`src/rtl/alu_pkg.sv`:
```
// Shared ALU definitions: opcode set, beat select encoding and the
// output-stage FSM state type used by the z result write-back path.
package alu_pkg;

  localparam logic [4:0] OP_LD   = 5'b00000;
  localparam logic [4:0] OP_LDI  = 5'b00001;
  localparam logic [4:0] OP_ST   = 5'b00010;
  localparam logic [4:0] OP_ADD  = 5'b00011;
  localparam logic [4:0] OP_SUB  = 5'b00100;
  localparam logic [4:0] OP_SHR  = 5'b00101;
  localparam logic [4:0] OP_SHRA = 5'b00110;
  localparam logic [4:0] OP_SHL  = 5'b00111;
  localparam logic [4:0] OP_ROR  = 5'b01000;
  localparam logic [4:0] OP_ROL  = 5'b01001;
  localparam logic [4:0] OP_AND  = 5'b01010;
  localparam logic [4:0] OP_OR   = 5'b01011;
  localparam logic [4:0] OP_ADDI = 5'b01100;
  localparam logic [4:0] OP_ANDI = 5'b01101;
  localparam logic [4:0] OP_ORI  = 5'b01110;
  localparam logic [4:0] OP_MUL  = 5'b01111;
  localparam logic [4:0] OP_DIV  = 5'b10000;
  localparam logic [4:0] OP_NEG  = 5'b10001;
  localparam logic [4:0] OP_NOT  = 5'b10010;

  localparam logic ZLO = 1'b0;
  localparam logic ZHI = 1'b1;

  typedef enum logic [1:0] {
    EMPTY = 2'd0,
    LO    = 2'd1,
    HI    = 2'd2
  } z_state_t;

  // Only mul/div produce a full 64-bit result needing an HI beat.
  function automatic logic is_wide(input logic [4:0] op);
    return (op == OP_MUL) || (op == OP_DIV);
  endfunction

endpackage

```
`src/rtl/z_fifo.sv`:
```
// Circular buffer of DEPTH entries ({wide, z}) with registered count.
// Head entry is read asynchronously so a push is visible the next cycle.
module z_fifo
  import alu_pkg::*;
#(
  parameter int DEPTH = 2,
  parameter int W     = 65
) (
  input  logic                     clk,
  input  logic                     clr,
  input  logic                     push,
  input  logic [W-1:0]             push_data,
  input  logic                     pop,
  output logic [W-1:0]             head_data,
  output logic [$clog2(DEPTH):0]   count,
  output logic                     full,
  output logic                     empty
);

  localparam int AW = $clog2(DEPTH);

  logic [W-1:0]  mem [DEPTH];
  logic [AW-1:0] wr_ptr_reg;
  logic [AW-1:0] rd_ptr_reg;
  logic [AW:0]   count_reg;

  always_ff @(posedge clk) begin
    if (push) begin
      mem[wr_ptr_reg] <= push_data;
    end
  end

  // Pointers wrap naturally because DEPTH is a power of two.
  always_ff @(posedge clk or negedge clr) begin
    if (!clr) begin
      wr_ptr_reg <= '0;
      rd_ptr_reg <= '0;
      count_reg  <= '0;
    end else begin
      if (push) wr_ptr_reg <= wr_ptr_reg + AW'(1);
      if (pop)  rd_ptr_reg <= rd_ptr_reg + AW'(1);
      count_reg <= count_reg + (AW+1)'(push) - (AW+1)'(pop);
    end
  end

  assign head_data = mem[rd_ptr_reg];
  assign count     = count_reg;
  assign full      = (count_reg == (AW+1)'(DEPTH));
  assign empty     = (count_reg == '0);

endmodule

```
`src/rtl/z_result_stage.sv`:
```
// Buffers ALU z results and serialises them as LO/HI beats on the bus.
// Optional z_zero/z_neg flags are enabled with `define Z_RESULT_FLAGS_EN.
module z_result_stage
  import alu_pkg::*;
#(
  parameter int DEPTH  = 2,
  parameter int DATA_W = 32
) (
  input  logic                  clk,
  input  logic                  clr,
  input  logic                  zin_valid,
  output logic                  zin_ready,
  input  logic [2*DATA_W-1:0]   z_in,
  input  logic [4:0]            opcode,
  output logic                  beat_valid,
  input  logic                  beat_ready,
  output logic [DATA_W-1:0]     beat_data,
  output logic                  beat_sel,
  output logic                  beat_last
`ifdef Z_RESULT_FLAGS_EN
  ,
  output logic                  z_zero,
  output logic                  z_neg
`endif
);

  localparam int EW = 2*DATA_W + 1;
  localparam int CW = $clog2(DEPTH) + 1;

  z_state_t              state_reg;
  z_state_t              state_next;
  logic                  push;
  logic                  pop;
  logic                  beat_hs;
  logic [EW-1:0]         head;
  logic                  head_wide;
  logic [2*DATA_W-1:0]   head_z;
  logic [CW-1:0]         count;
  logic [CW-1:0]         count_after;
  logic                  full;
  logic                  empty;

  z_fifo #(
    .DEPTH (DEPTH),
    .W     (EW)
  ) u_fifo (
    .clk       (clk),
    .clr       (clr),
    .push      (push),
    .push_data ({is_wide(opcode), z_in}),
    .pop       (pop),
    .head_data (head),
    .count     (count),
    .full      (full),
    .empty     (empty)
  );

  assign head_wide   = head[EW-1];
  assign head_z      = head[EW-2:0];
  assign zin_ready   = !full;
  assign push        = zin_valid && !full;
  assign beat_hs     = (state_reg != EMPTY) && beat_ready;
  // A wide head is only released after its HI beat.
  assign pop         = beat_hs && !empty && ((state_reg == HI) || !head_wide);
  assign count_after = count + CW'(push) - CW'(pop);

  always_ff @(posedge clk or negedge clr) begin
    if (!clr) state_reg <= EMPTY;
    else      state_reg <= state_next;
  end

  always_comb begin
    state_next = state_reg;
    beat_valid = 1'b0;
    beat_data  = '0;
    beat_sel   = ZLO;
    beat_last  = 1'b0;
    case (state_reg)
      EMPTY: begin
        if (push) state_next = LO;
      end
      LO: begin
        beat_valid = 1'b1;
        beat_data  = head_z[DATA_W-1:0];
        beat_last  = !head_wide;
        if (beat_hs) begin
          if (head_wide)               state_next = HI;
          else if (count_after != '0)  state_next = LO;
          else                         state_next = EMPTY;
        end
      end
      HI: begin
        beat_valid = 1'b1;
        beat_data  = head_z[2*DATA_W-1:DATA_W];
        beat_sel   = ZHI;
        beat_last  = 1'b1;
        if (beat_hs) state_next = (count_after != '0) ? LO : EMPTY;
      end
      default: state_next = EMPTY;
    endcase
  end

`ifdef Z_RESULT_FLAGS_EN
  always_ff @(posedge clk or negedge clr) begin
    if (!clr) begin
      z_zero <= 1'b0;
      z_neg  <= 1'b0;
    end else if (pop) begin
      z_zero <= head_wide ? (head_z == '0) : (head_z[DATA_W-1:0] == '0);
      z_neg  <= head_wide ? head_z[2*DATA_W-1] : head_z[DATA_W-1];
    end
  end
`endif

endmodule

```
`config.mk`:
```
export PLATFORM = sky130hd
export DESIGN_NAME = z_result_stage
export DESIGN_NICKNAME = d
export VERILOG_FILES = /design/src/rtl/alu_pkg.sv /design/src/rtl/z_fifo.sv /design/src/rtl/z_result_stage.sv
export SDC_FILE = /design/constraint.sdc
export NUM_CORES = 1
export LEC_CHECK = 0
export ABC_AREA = 1
export BUFFER_PORTS_ARGS = -buffer_cell sky130_fd_sc_hd__buf_4
export CORE_UTILIZATION = 55
export DETAILED_ROUTE_END_ITERATION = 8
export PLACE_DENSITY = 0.85
export SLEW_MARGIN = 15
export SYNTH_ARGS = -nofsm -noshare
export SYNTH_HDL_FRONTEND = slang
export SYNTH_HIERARCHICAL = 1
export SYNTH_SLANG_ARGS = --single-unit
```
`constraint.sdc`:
```
create_clock -name clk -period 7.05 [get_ports clk]
set_clock_uncertainty 0.15 [all_clocks]
set_input_delay 0.705 -clock clk [delete_from_list [all_inputs] [get_ports clk]]
set_output_delay 0.705 -clock clk [all_outputs]
set_load 0.05 [all_outputs]
```
==> results of run 1 <==
## per-stage QoR
| step | hold slack (ns) | worst slack [ns] | util | instance area, um^2 |
|---|---|---|---|---|
| 2_1_floorplan | 0.2594 | 2.595 | - | 5812 |
| 3_3_place_gp | 0.3691 | 3.949 | 0.6485 | 6665 |
| 3_5_place_dp | 0.3710 | 3.782 | 0.6485 | 6665 |
| 4_1_cts | 0.1919 | 3.509 | 0.7079 | 7276 |
| 5_1_grt | 0.1947 | 3.308 | 0.7079 | 7276 |
| 6_report | 0.2214 | 3.613 | 0.7079 | 7276 |
## how the worst max path moves through the flow
stage | end | slack [ns] | cells past startpoint
finish | beat_last | 3.61 | 5
global route | beat_last | 3.31 | 5
CTS | beat_data[16] | 3.51 | 5
detailed placement | state_reg[0] | 3.78 | 11
global placement | state_reg[0] | 3.95 | 11
floorplan | u_fifo/mem[0][0] | 2.60 | 4
## worst max-delay path, cell delays in order (launching register included)
cell	delay [ns]
sky130_fd_sc_hd__dfrtp_4	1.11
sky130_fd_sc_hd__o21ai_0	0.36
sky130_fd_sc_hd__o21ai_1	0.25
sky130_fd_sc_hd__inv_1	0.05
sky130_fd_sc_hd__nor2_1	0.08
sky130_fd_sc_hd__buf_4	0.21
## layout by cell type, fill, tap and decap left out, types with 3 or more instances in the layout
master                       synthesis  layout
sky130_fd_sc_hd__a21oi_1            32      32
sky130_fd_sc_hd__buf_4               8     112
sky130_fd_sc_hd__bufinv_16           0       4
sky130_fd_sc_hd__clkbuf_16           0      16
sky130_fd_sc_hd__clkinvlp_4          0       5
sky130_fd_sc_hd__dfrtp_1             6       5
sky130_fd_sc_hd__edfxtp_1          130     130
sky130_fd_sc_hd__ha_1                8       8
sky130_fd_sc_hd__inv_1              85      83
sky130_fd_sc_hd__inv_2               2       4
sky130_fd_sc_hd__nand2_1           148     148
sky130_fd_sc_hd__nand3_1             3       3
sky130_fd_sc_hd__nor2_1              6       5
sky130_fd_sc_hd__o21ai_0            65      65
## cells by family after synthesis
| group | count (synthesis) |
|---|---|
| buffers and inverters | 112 |
| xor gates and xnor gates | 2 |
| and+or+nand+nor | 160 |
| AOI/OAI and AO/OA | 102 |
| DFF | 136 |
| adders and majority gates | 8 |
## area by class of cell
class / count / area [um^2] / share of cell area
clock inverters: 13 / 178.9 / 0.02459
flip-flops and latches: 136 / 4058 / 0.5577
multi-input cells: 272 / 1270 / 0.1745
clock buffers: 19 / 421.7 / 0.05795
well taps: 136 / 170.2 / 0.02339
repair buffers: 113 / 850.8 / 0.1169
inverters: 87 / 326.6 / 0.04488
## repair_timing
action	CTS	global route
endpoints found under the setup margin	0	0
gates resized for setup	0	0
endpoints found under the hold margin	6	0
hold buffers	1	0
## power breakdown
| part | internal [mW] | switching [mW] | total (mW) | leakage [nW] |
|---|---|---|---|---|
| logic | 0.308 | 0.754 | 1.06 | 1.48 |
| clock network | 0.571 | 0.311 | 0.882 | 0.275 |
| registers | 1.11 | 0.143 | 1.25 | 1.28 |
| total | 1.99 | 1.21 | 3.20 | 3.04 |
## metal layers
metal	up-vias	routed length, um	track usage
met5	-	0	0
met3	16	632	0.05739
li1	1929	-	-
met4	0	178	0.1157
met2	123	6036	0.3732
met1	1814	4181	0.2377
==> impl_metrics.sql, run 1 <==
INSERT INTO impl_metrics (metric_group, metric, value, unit) VALUES
('run_status', 'run_status', 'complete, no violations', ''),
('cells_and_area', 'largest_register_ff_count', '130', ''),
('floorplan', 'design.core.area', '10280', 'um^2'),
('clock_tree', 'cts_root_buf', 'sky130_fd_sc_hd__clkbuf_8', ''),
('setup_path', 'regToRegStartpoint', 'u_fifo/rd_ptr_reg', ''),
('min_path', 'hold-path-endpoint', 'u_fifo/mem[1][3]', ''),
('setup_path', 'origin_of_the_worst_setup_path', 'u_fifo/rd_ptr_reg', ''),
('route', 'finalWirelength', '11030', 'um'),
('cells_and_area', 'antenna_cells', '0', ''),
('timing', 'fmax', '291.0', 'MHz'),
('timing', 'final_setup_violation_count', '0', ''),
('synthesis', 'yosys_register_bits', '136', ''),
('synthesis', 'synth_commonest_cells', '148 x sky130_fd_sc_hd__nand2_1, 130 x sky130_fd_sc_hd__edfxtp_1, 85 x sky130_fd_sc_hd__inv_1', ''),
('power_and_ir_drop', 'power.static_leakage', '3.038', 'nW'),
('clock_tree', 'tritoncts.num_buffers', '17', ''),
('synthesis', 'post_synth_simple_gate_area', '0.1068', ''),
('synthesis', 'async_reset_ff_frac', '0.04412', ''),
('setup_path', 'data_required_critical_path', '6.19', 'ns'),
('min_path', 'worst_hold_path_type', 'primary input to flop', ''),
('synthesis', 'yosys-mux-area-fraction', '0', ''),
('timing', 'timing.slew.headroom', '0.2796', ''),
('synthesis', 'ys_warn_count', '6', ''),
('cells_and_area', 'n_fill_cell', '686', ''),
('floorplan', 'fp_rows', '37', ''),
('synthesis', 'synth-seq-area-share', '0.6975', ''),
('synthesis', 'syn_inst', '520', ''),
('floorplan', 'floorplan.initialDensity', '0.5655', ''),
('setup_path', 'timing.reg2reg.worst_path_depth', '11', ''),
('route', 'drc', '0', ''),
('clock_tree', 'cts_tree', 'yes', ''),
('clock_tree', 'post_cts.repair.setup_buffers', '0', ''),
('clock_tree', 'insertion_delay', '0.51', 'ns'),
('global_routing', 'global_route.usage.total', '0.2137', ''),
('synthesis', 'compound_gate_fraction_of_synth_area', '0.09020', ''),
('synthesis', 'post-synth-top-count-cell', 'sky130_fd_sc_hd__nand2_1', ''),
('timing', 'timing_max_transition_violations_final', '0', ''),
('synthesis', 'synthXorXnorAreaFrac', '0.003014', ''),
('setup_path', 'kind_of_start_point_of_the_critical_path', 'flop', ''),
('synthesis', 'synth_area_leaders', 'sky130_fd_sc_hd__edfxtp_1 67%, sky130_fd_sc_hd__nand2_1 9.6%, sky130_fd_sc_hd__o21ai_0 5.6%, sky130_fd_sc_hd__inv_1 5.5%, sky130_fd_sc_hd__a21oi_1 2.8%', ''),
('global_routing', 'first_pass_grt_wire_length', '17570', 'um'),
('timing', 'timing_worst_slew_pin_value', '1.081', 'ns'),
('setup_path', 'r2r_slack', '3.82', 'ns'),
('setup_path', 'setup.worst_path.end_class', 'output port', ''),
('setup_path', 'critical_path.max_fanout', '131', ''),
('clock_tree', 'clock-sinks', '136', ''),
('synthesis', 'synth.net_count', '601', ''),
('floorplan', 'die_x', '104.8', 'um'),
('global_routing', 'grt_remaining_overflow', '0', ''),
('synthesis', 'yosys.area_share.adder', '0.01722', ''),
('global_routing', 'grt_pass1_vias', '3856', ''),
('route', 'detail_route.vias_per_cell', '5.003', ''),
('place', 'gp_congestion', '0.7853', ''),
('synthesis', 'yosys.cell_types.count', '23', ''),
('place', 'place_hpwl', '6583', 'um'),
('route', 'number_of_vias_in_the_routed_layout', '3882', ''),
('cells_and_area', 'instances_no_fill', '776', ''),
('synthesis', 'synth.avg_cell_area', '11.18', 'um^2'),
('cells_and_area', 'area_growth_syn_to_layout', '25.19', '%'),
('synthesis', 'synth_enable_flop_cells', '130', ''),
('route', 'ant_nets', '0', ''),
('route', 'routed_wire_length_per_instance', '14.21', 'um'),
('floorplan', 'ios', '109', ''),
('synthesis', 'mappedNetlistArea', '5812', 'um^2'),
('cells_and_area', 'design.final.nets', '708', ''),
('power_and_ir_drop', 'max_rail_drop_vdd', '0.3125', 'mV'),
('clock_tree', 'clkTransAtPathRegs', '0.06', 'ns'),
('synthesis', 'synth.largest_area_cell', 'sky130_fd_sc_hd__edfxtp_1', ''),
('timing', 'hold_viol_final', '0', ''),
('global_routing', 'maximum_number_of_pins_on_one_net_before_global_route_repair', '132', ''),
('timing', 'setup_total_negative_slack', '0', 'ns'),
('place', 'portBuffers', '108', '');
Power figures use the tool's default switching activity.
==> run 2: changes to the inputs <==
ABC_AREA = 0   (was 1)
clock period = 3.5 ns   (was 7.05 ns; I/O delays follow)
==> impl_metrics.sql, run 2 <==
INSERT INTO impl_metrics (metric_group, metric, value, unit) VALUES
('route', 'number_of_vias_in_the_routed_layout', '3409', ''),
('floorplan', 'fp.dieH', '104.8', 'um'),
('synthesis', 'async_reset_ff_frac', '0.04412', ''),
('clock_tree', 'cts_tree', 'yes', ''),
('power_and_ir_drop', 'power.static_leakage', '3.137', 'nW'),
('synthesis', 'yosys.area.top_type_share', '0.6714', ''),
('global_routing', 'number_of_antenna_violations_at_the_first_check_in_global_routing', '0', ''),
('synthesis', 'synth_enable_flop_cells', '130', ''),
('timing', 'setup_total_negative_slack', '0', 'ns'),
('synthesis', 'synth_flop_cell', 'sky130_fd_sc_hd__edfxtp_1', ''),
('synthesis', 'yosys-mux-area-fraction', '0.1554', ''),
('cells_and_area', 'largest_register_ff_count', '130', ''),
('floorplan', 'design.core.area', '10280', 'um^2'),
('floorplan', 'ios', '109', ''),
('route', 'drt_first_iter_violations', '237', ''),
('floorplan', 'floorplan.initialDensity', '0.5657', ''),
('synthesis', 'yosys_register_bits', '136', ''),
('flow_run', 'max_cap_viol_count', '0', ''),
('cells_and_area', 'antenna_cells', '0', ''),
('setup_path', 'r2r_slack', '0.71', 'ns'),
('synthesis', 'synth.largest_area_cell', 'sky130_fd_sc_hd__edfxtp_1', ''),
('place', 'gp_congestion', '0.7253', ''),
('synthesis', 'synth-seq-area-share', '0.6972', ''),
('global_routing', 'grt_remaining_overflow', '0', ''),
('min_path', 'worst_hold_path_type', 'primary input to async pin', ''),
('clock_tree', 'insertion_delay', '0.51', 'ns'),
('clock_tree', 'tritoncts.num_buffers', '17', ''),
('setup_path', 'regToRegStartpoint', 'u_fifo/rd_ptr_reg', ''),
('floorplan', 'fp.dieArea', '10990', 'um^2'),
('cells_and_area', 'most-common-layout-cells', '130 x sky130_fd_sc_hd__edfxtp_1, 117 x sky130_fd_sc_hd__buf_4, 65 x sky130_fd_sc_hd__dlygate4sd3_1', ''),
('route', 'detail_route.vias_per_cell', '5.197', ''),
('synthesis', 'syn_inst', '324', ''),
('timing', 'fmax', '314.7', 'MHz'),
('setup_path', 'crit_arrival', '2.68', 'ns'),
('floorplan', 'fp_rows', '37', ''),
('synthesis', 'ys_warn_count', '6', ''),
('clock_tree', 'cts-htree-levels', '4', ''),
('synthesis', 'synthXorXnorAreaFrac', '0.01119', ''),
('synthesis', 'compound_gate_fraction_of_synth_area', '0.04713', ''),
('timing', 'post-route-period-util', '0.9078', ''),
('setup_path', 'timing.setup.critical_path_class', 'flop to output port', ''),
('cells_and_area', 'util_after_layout', '0.7762', ''),
('synthesis', 'yosys.area_share.adder', '0.01722', ''),
('synthesis', 'post-synth-top-count-cell', 'sky130_fd_sc_hd__edfxtp_1', ''),
('route', 'drc', '0', ''),
('setup_path', 'data_required_critical_path', '3.00', 'ns'),
('synthesis', 'synth_area_leaders', 'sky130_fd_sc_hd__edfxtp_1 67%, sky130_fd_sc_hd__mux2_4 10%, sky130_fd_sc_hd__mux2_2 5.0%, sky130_fd_sc_hd__a22oi_1 4.1%, sky130_fd_sc_hd__nor2b_1 3.9%', ''),
('cells_and_area', 'most_common_cell_after_layout_fill_and_taps_aside', 'sky130_fd_sc_hd__edfxtp_1', ''),
('global_routing', 'first_pass_grt_wire_length', '18510', 'um'),
('cells_and_area', 'area_growth_syn_to_layout', '37.21', '%'),
('global_routing', 'grt_pass1_vias', '3768', ''),
('run_status', 'run_status', 'complete, no violations', ''),
('setup_path', 'kind_of_start_point_of_the_critical_path', 'flop', ''),
('route', 'routed_wire_length_per_instance', '17.72', 'um'),
('cells_and_area', 'design.final.nets', '588', ''),
('synthesis', 'combinational_family_with_the_most_area_after_synthesis', 'multiplexers', ''),
('timing', 'timing_max_transition_violations_final', '0', ''),
('clock_tree', 'clkTransAtPathRegs', '0.06', 'ns'),
('synthesis', 'synth_commonest_cells', '130 x sky130_fd_sc_hd__edfxtp_1, 40 x sky130_fd_sc_hd__mux2_4, 36 x sky130_fd_sc_hd__nor2b_1', ''),
('synthesis', 'mappedNetlistArea', '5814', 'um^2'),
('floorplan', 'die_x', '104.8', 'um'),
('global_routing', 'maximum_number_of_pins_on_one_net_before_global_route_repair', '66', ''),
('route', 'drt_pre_antenna_iters', '4', ''),
('setup_path', 'critical_path.max_fanout', '65', ''),
('global_routing', 'global_route.usage.total', '0.2283', ''),
('cells_and_area', 'n_fill_cell', '582', ''),
('power_and_ir_drop', 'p_per_area', '888.0', 'nW/um^2'),
('clock_tree', 'clock-sinks', '136', ''),
('synthesis', 'yosys.cell_types.count', '27', ''),
('timing', 'timing_worst_slew_pin_value', '1.081', 'ns'),
('synthesis', 'synth.avg_cell_area', '17.95', 'um^2'),
('synthesis', 'post_synth_simple_gate_area', '0.04777', ''),
('route', 'ant_nets', '0', ''),
('timing', 'setup_repair_after_global_routing_missed_its_margin', 'false', ''),
('power_and_ir_drop', 'max_rail_drop_vdd', '0.5164', 'mV'),
('timing', 'min_period', '3.177', 'ns'),
('route', 'finalWirelength', '11620', 'um'),
('timing', 'hold_viol_final', '0', ''),
('clock_tree', 'cts_root_buf', 'sky130_fd_sc_hd__clkbuf_8', ''),
('clock_tree', 'max-clock-path-buffers', '2', ''),
('timing', 'final_setup_violation_count', '0', ''),
('place', 'portBuffers', '108', ''),
('place', 'place_hpwl', '6360', 'um'),
('setup_path', 'timing.reg2reg.worst_path_depth', '10', ''),
('setup_path', 'setup.worst_path.end_class', 'output port', ''),
('synthesis', 'synth.net_count', '405', ''),
('timing', 'timing.slew.headroom', '0.2793', ''),
('setup_path', 'regToRegEndpoint', 'state_reg[0]', ''),
('cells_and_area', 'layout-drive-gt1-share', '0.4058', '');
run 2: cell families after synthesis:
family          Yosys count
compound gates           38
xor+xnor                  4
fa+ha+maj                 8
buf+inv                  26
flops                   136
mux                      67
simple gates             45
run 2: routing by layer:
layer,share of wire,global-route usage
met5,0,0
met4,0.033,0.1207
met3,0.036,0.06051
met1,0.40,0.2483
met2,0.54,0.4068
run 2: worst max path at each step:
stage                 startpoint                to  slack, ns  cells past startpoint
3_3_place_gp   u_fifo/rd_ptr_reg      state_reg[0]       0.87                     10
4_1_cts        u_fifo/rd_ptr_reg     beat_data[31]       0.27                      5
6_report       u_fifo/rd_ptr_reg     beat_data[26]       0.32                      5
5_1_grt        u_fifo/rd_ptr_reg     beat_data[31]       0.17                      5
3_5_place_dp   u_fifo/rd_ptr_reg      state_reg[0]       0.78                     10
2_1_floorplan    u_fifo/count[1]  u_fifo/mem[0][0]       0.29                      3
run 2: per-stage QoR:
stage	worst slack, ns	instances	hold WS [ns]	area, um^2	total power [mW]
2_1_floorplan	0.2919	324	-0.09559	5817	4.606
3_3_place_gp	0.8657	559	0.01288	6768	5.291
3_5_place_dp	0.7809	559	0.01482	6768	5.355
4_1_cts	0.2747	656	0.03720	7978	7.097
5_1_grt	0.1709	656	0.05329	7978	7.398
6_report	0.3227	656	0.05822	7978	7.084
run 2: critical path, stage by stage, from the launching register on:
cell                      delay [ns]
sky130_fd_sc_hd__dfrtp_4        0.40
sky130_fd_sc_hd__buf_4          0.81
sky130_fd_sc_hd__mux2_2         0.43
sky130_fd_sc_hd__a22oi_1        0.21
sky130_fd_sc_hd__nor2b_1        0.09
sky130_fd_sc_hd__buf_4          0.19
run 2: timing repair:
item,in CTS,in global routing
resized for setup,0,0
hold buffers,65,0
endpoints found under the hold margin,134,0
buffers inserted,0,0
run 2: final cells by class:
| class | count | area (um^2) | share of cell area |
|---|---|---|---|
| flip-flops and latches | 136 | 4058 | 0.5086 |
| multi-input cells | 162 | 1632 | 0.2045 |
| repair buffers | 182 | 1529 | 0.1917 |
| clock buffers | 21 | 429.2 | 0.05380 |
| well taps | 136 | 170.2 | 0.02133 |
| clock inverters | 11 | 130.1 | 0.01631 |
| inverters | 8 | 30.03 | 0.003764 |
run 2: where the power goes:
part           switching (mW)  internal (mW)
logic                    1.79           1.26
clock network           0.621           1.07
registers               0.111           2.24
total                    2.52           4.57
==> run 3: changes to the inputs <==
CORE_ASPECT_RATIO = 0.8   (was not set)
SYNTH_HIERARCHICAL = not set   (was 1)
==> impl_metrics.sql, run 3 <==
INSERT INTO impl_metrics (metric_group, metric, value, unit) VALUES
('min_path', 'worst_hold_path_type', 'primary input to async pin', ''),
('synthesis', 'syn_inst', '321', ''),
('timing', 'fmax', '348.0', 'MHz'),
('route', 'routed_wire_length_per_instance', '19.20', 'um'),
('route', 'drt_first_iter_violations', '234', ''),
('power_and_ir_drop', 'p_per_area', '856.6', 'nW/um^2'),
('cells_and_area', 'largest_register_ff_count', '130', ''),
('setup_path', 'crit_arrival', '2.37', 'ns'),
('cells_and_area', 'antenna_cells', '0', ''),
('setup_path', 'timing.setup.critical_path_class', 'flop to output port', ''),
('timing', 'timing.slew.headroom', '0.5485', ''),
('global_routing', 'grt_pass1_vias', '3777', ''),
('run_status', 'run_status', 'complete, no violations', ''),
('synthesis', 'yosys.area.top_type_share', '0.6916', ''),
('synthesis', 'async_reset_ff_frac', '0.04412', ''),
('clock_tree', 'clock-sinks', '136', ''),
('timing', 'final_worst_slack', '0.6262', 'ns'),
('clock_tree', 'cts_tree', 'yes', ''),
('synthesis', 'synth-seq-area-share', '0.7182', ''),
('floorplan', 'fp.dieH', '92.61', 'um'),
('setup_path', 'data_required_critical_path', '3.00', 'ns'),
('timing', 'timing_worst_slew_pin_value', '0.6772', 'ns'),
('power_and_ir_drop', 'max_rail_drop_vdd', '0.5639', 'mV'),
('cells_and_area', 'most_common_cell_after_layout_fill_and_taps_aside', 'sky130_fd_sc_hd__edfxtp_1', ''),
('timing', 'timing_max_transition_violations_final', '0', ''),
('power_and_ir_drop', 'net_switching_share_of_the_total_power', '0.3588', ''),
('power_and_ir_drop', 'power_switching', '2.409', 'mW'),
('cells_and_area', 'area_growth_syn_to_layout', '38.86', '%'),
('synthesis', 'compound_gate_fraction_of_synth_area', '0.05298', ''),
('synthesis', 'mappedNetlistArea', '5644', 'um^2'),
('timing', 'final_setup_violation_count', '0', ''),
('synthesis', 'ys_warn_count', '0', ''),
('floorplan', 'die_x', '115.3', 'um'),
('clock_tree', 'cts_root_buf', 'sky130_fd_sc_hd__clkbuf_16', ''),
('cells_and_area', 'most-common-layout-cells', '130 x sky130_fd_sc_hd__edfxtp_1, 114 x sky130_fd_sc_hd__buf_4, 65 x sky130_fd_sc_hd__dlygate4sd3_1', ''),
('synthesis', 'post_synth_simple_gate_area', '0.04921', ''),
('synthesis', 'yosys-mux-area-fraction', '0.1361', ''),
('synthesis', 'synth.avg_cell_area', '17.58', 'um^2'),
('power_and_ir_drop', 'p_clk_frac', '0.258', ''),
('setup_path', 'setup.worst_path.end_class', 'output port', ''),
('power_and_ir_drop', 'sequentialPowerShare', '0.356', ''),
('place', 'placement.setup.worst_slack', '1.016', 'ns'),
('cells_and_area', 'layout-drive-gt1-share', '0.3566', ''),
('global_routing', 'number_of_antenna_violations_at_the_first_check_in_global_routing', '0', ''),
('synthesis', 'synth_flop_cell', 'sky130_fd_sc_hd__edfxtp_1', ''),
('cells_and_area', 'design_area', '7838', 'um^2'),
('global_routing', 'global_route.usage.total', '0.2460', ''),
('floorplan', 'design.core.area', '9809', 'um^2'),
('synthesis', 'synth_enable_flop_cells', '130', ''),
('power_and_ir_drop', 'power.static_leakage', '2.928', 'nW'),
('cells_and_area', 'design.final.nets', '582', ''),
('clock_tree', 'max-clock-path-buffers', '2', ''),
('timing', 'hold_viol_final', '0', ''),
('synthesis', 'synth.net_count', '400', ''),
('floorplan', 'fp.dieArea', '10670', 'um^2'),
('global_routing', 'grt_remaining_overflow', '0', ''),
('synthesis', 'synth_commonest_cells', '130 x sky130_fd_sc_hd__edfxtp_1, 34 x sky130_fd_sc_hd__nor2b_1, 32 x sky130_fd_sc_hd__a22oi_1, 32 x sky130_fd_sc_hd__mux2_1, 22 x sky130_fd_sc_hd__mux2_2', ''),
('route', 'drc', '0', ''),
('timing', 'setup_repair_after_global_routing_missed_its_margin', 'false', ''),
('cells_and_area', 'sequential_cell_area', '4055', 'um^2'),
('clock_tree', 'cts-htree-levels', '4', ''),
('cells_and_area', 'multi_input_area', '1464', 'um^2'),
('synthesis', 'combinational_family_with_the_most_area_after_synthesis', 'multiplexers', ''),
('clock_tree', 'clkTransAtPathRegs', '0.06', 'ns'),
('route', 'finalWirelength', '12520', 'um'),
('synthesis', 'yosys.cell_types.count', '31', ''),
('synthesis', 'synth_area_leaders', 'sky130_fd_sc_hd__edfxtp_1 69%, sky130_fd_sc_hd__mux2_1 6.4%, sky130_fd_sc_hd__mux2_2 4.4%, sky130_fd_sc_hd__a22oi_1 4.3%, sky130_fd_sc_hd__nor2b_1 3.8%', ''),
('flow_run', 'max_cap_viol_count', '0', ''),
('clock_tree', 'insertion_delay', '0.41', 'ns'),
('clock_tree', 'cts.repair.resized', '0', ''),
('route', 'number_of_vias_in_the_routed_layout', '3499', ''),
('synthesis', 'synthXorXnorAreaFrac', '0.006207', ''),
('clock_tree', 'cts_hold_repair.buffers', '65', ''),
('synthesis', 'yosys.area_share.adder', '0.01330', ''),
('global_routing', 'maximum_number_of_pins_on_one_net_before_global_route_repair', '58', ''),
('setup_path', 'kind_of_start_point_of_the_critical_path', 'flop', ''),
('place', 'portBuffers', '108', ''),
('power_and_ir_drop', 'power.combinational.fraction', '0.386', ''),
('clock_tree', 'tritoncts.num_buffers', '17', ''),
('place', 'placed_area', '6608', 'um^2'),
('floorplan', 'floorplan.initialDensity', '0.5754', ''),
('timing', 'min_period', '2.874', 'ns'),
('route', 'ant_nets', '0', ''),
('global_routing', 'first_pass_grt_wire_length', '18980', 'um'),
('route', 'detail_route.vias_per_cell', '5.367', ''),
('timing', 'post-route-period-util', '0.8211', ''),
('synthesis', 'yosys_register_bits', '136', ''),
('synthesis', 'synth.largest_area_cell', 'sky130_fd_sc_hd__edfxtp_1', ''),
('clock_tree', 'post_cts.repair.setup_buffers', '0', ''),
('timing', 'setup_total_negative_slack', '0', 'ns'),
('cells_and_area', 'n_fill_cell', '521', ''),
('setup_path', 'critical_path.max_fanout', '18', ''),
('floorplan', 'fp_rows', '32', ''),
('place', 'place_hpwl', '6809', 'um'),
('place', 'gp_congestion', '0.7460', ''),
('power_and_ir_drop', 'p_int', '4.305', 'mW'),
('floorplan', 'ios', '109', ''),
('timing', 'fin_hold_ws', '0.1541', 'ns'),
('route', 'drt_pre_antenna_iters', '5', ''),
('synthesis', 'post-synth-top-count-cell', 'sky130_fd_sc_hd__edfxtp_1', '');
==> run 3: cell count changes after synthesis, moves of 3 or more <==
cell	previous run	this run
sky130_fd_sc_hd__mux2_2	26	22
sky130_fd_sc_hd__mux2_4	40	10
sky130_fd_sc_hd__o211ai_1	0	4
sky130_fd_sc_hd__xnor2_1	0	3
sky130_fd_sc_hd__o21ai_1	3	0
sky130_fd_sc_hd__mux2_1	0	32
==> run 3: final timing paths <==
path                       slack, ns  depth (start not counted)                end              start
max                             0.63                          5       beat_data[0]       state_reg[0]
min                             0.15                          2       state_reg[0]                clr
max reg2reg                     0.88                         11       state_reg[0]       state_reg[0]
min reg2reg                     0.42                          1  u_fifo.wr_ptr_reg  u_fifo.wr_ptr_reg
max in group asynchronous       2.91                          2  u_fifo.rd_ptr_reg                clr
min in group clk                0.19                          3  u_fifo.mem[1][64]          opcode[4]
==> run 3: logic make-up (layout without fill, tap and decap cells) <==
group	Yosys count	count (layout)
buf+inv	24	219
mux	65	65
compound gates	40	40
xor+xnor	4	4
simple gates	46	46
flops	136	136
fa+ha+maj	6	6
==> run 3: per-layer routing <==
| metal | vias up | share of wire | GRT usage | wire length [um] |
|---|---|---|---|---|
| met5 | - | 0 | 0 | 0 |
| met4 | 0 | 0.013 | 0.09307 | 165 |
| met3 | 13 | 0.050 | 0.05366 | 629 |
| met2 | 143 | 0.53 | 0.4393 | 6643 |
| met1 | 1735 | 0.41 | 0.2908 | 5080 |
| li1 | 1608 | - | - | - |
==> run 3: area by class of cell <==
type,count,share of cell area
flip-flops and latches,136,0.5174
repair buffers,181,0.1973
multi-input cells,161,0.1868
clock buffers,17,0.05428
well taps,136,0.02171
clock inverters,15,0.01964
inverters,6,0.002874
==> run 3: power by group through the flow <==
stage	sequential [mW]	combinational (mW)	clock [mW]
6_report	2.39	2.59	1.73
2_1_floorplan	2.35	1.89	0
5_1_grt	2.42	2.75	1.81
4_1_cts	2.38	2.58	1.74
3_3_place_gp	2.39	2.46	0
3_5_place_dp	2.41	2.50	0
==> run 3: stage by stage <==
stage,cells,utilization,power [mW]
after CTS,652,0.7990,6.709
after global routing,652,0.7990,6.978
after global placement,555,0.6736,4.842
final,652,0.7990,6.714
after floorplan,321,-,4.241
after detailed placement,555,0.6736,4.912
==> run 3: critical path: stages (launching register included) <==
cell and delay, ns:
sky130_fd_sc_hd__dfrtp_1 0.43, sky130_fd_sc_hd__inv_1 0.10, sky130_fd_sc_hd__ha_1 0.66, sky130_fd_sc_hd__buf_4 0.32, sky130_fd_sc_hd__nor2b_1 0.21, sky130_fd_sc_hd__buf_4 0.23
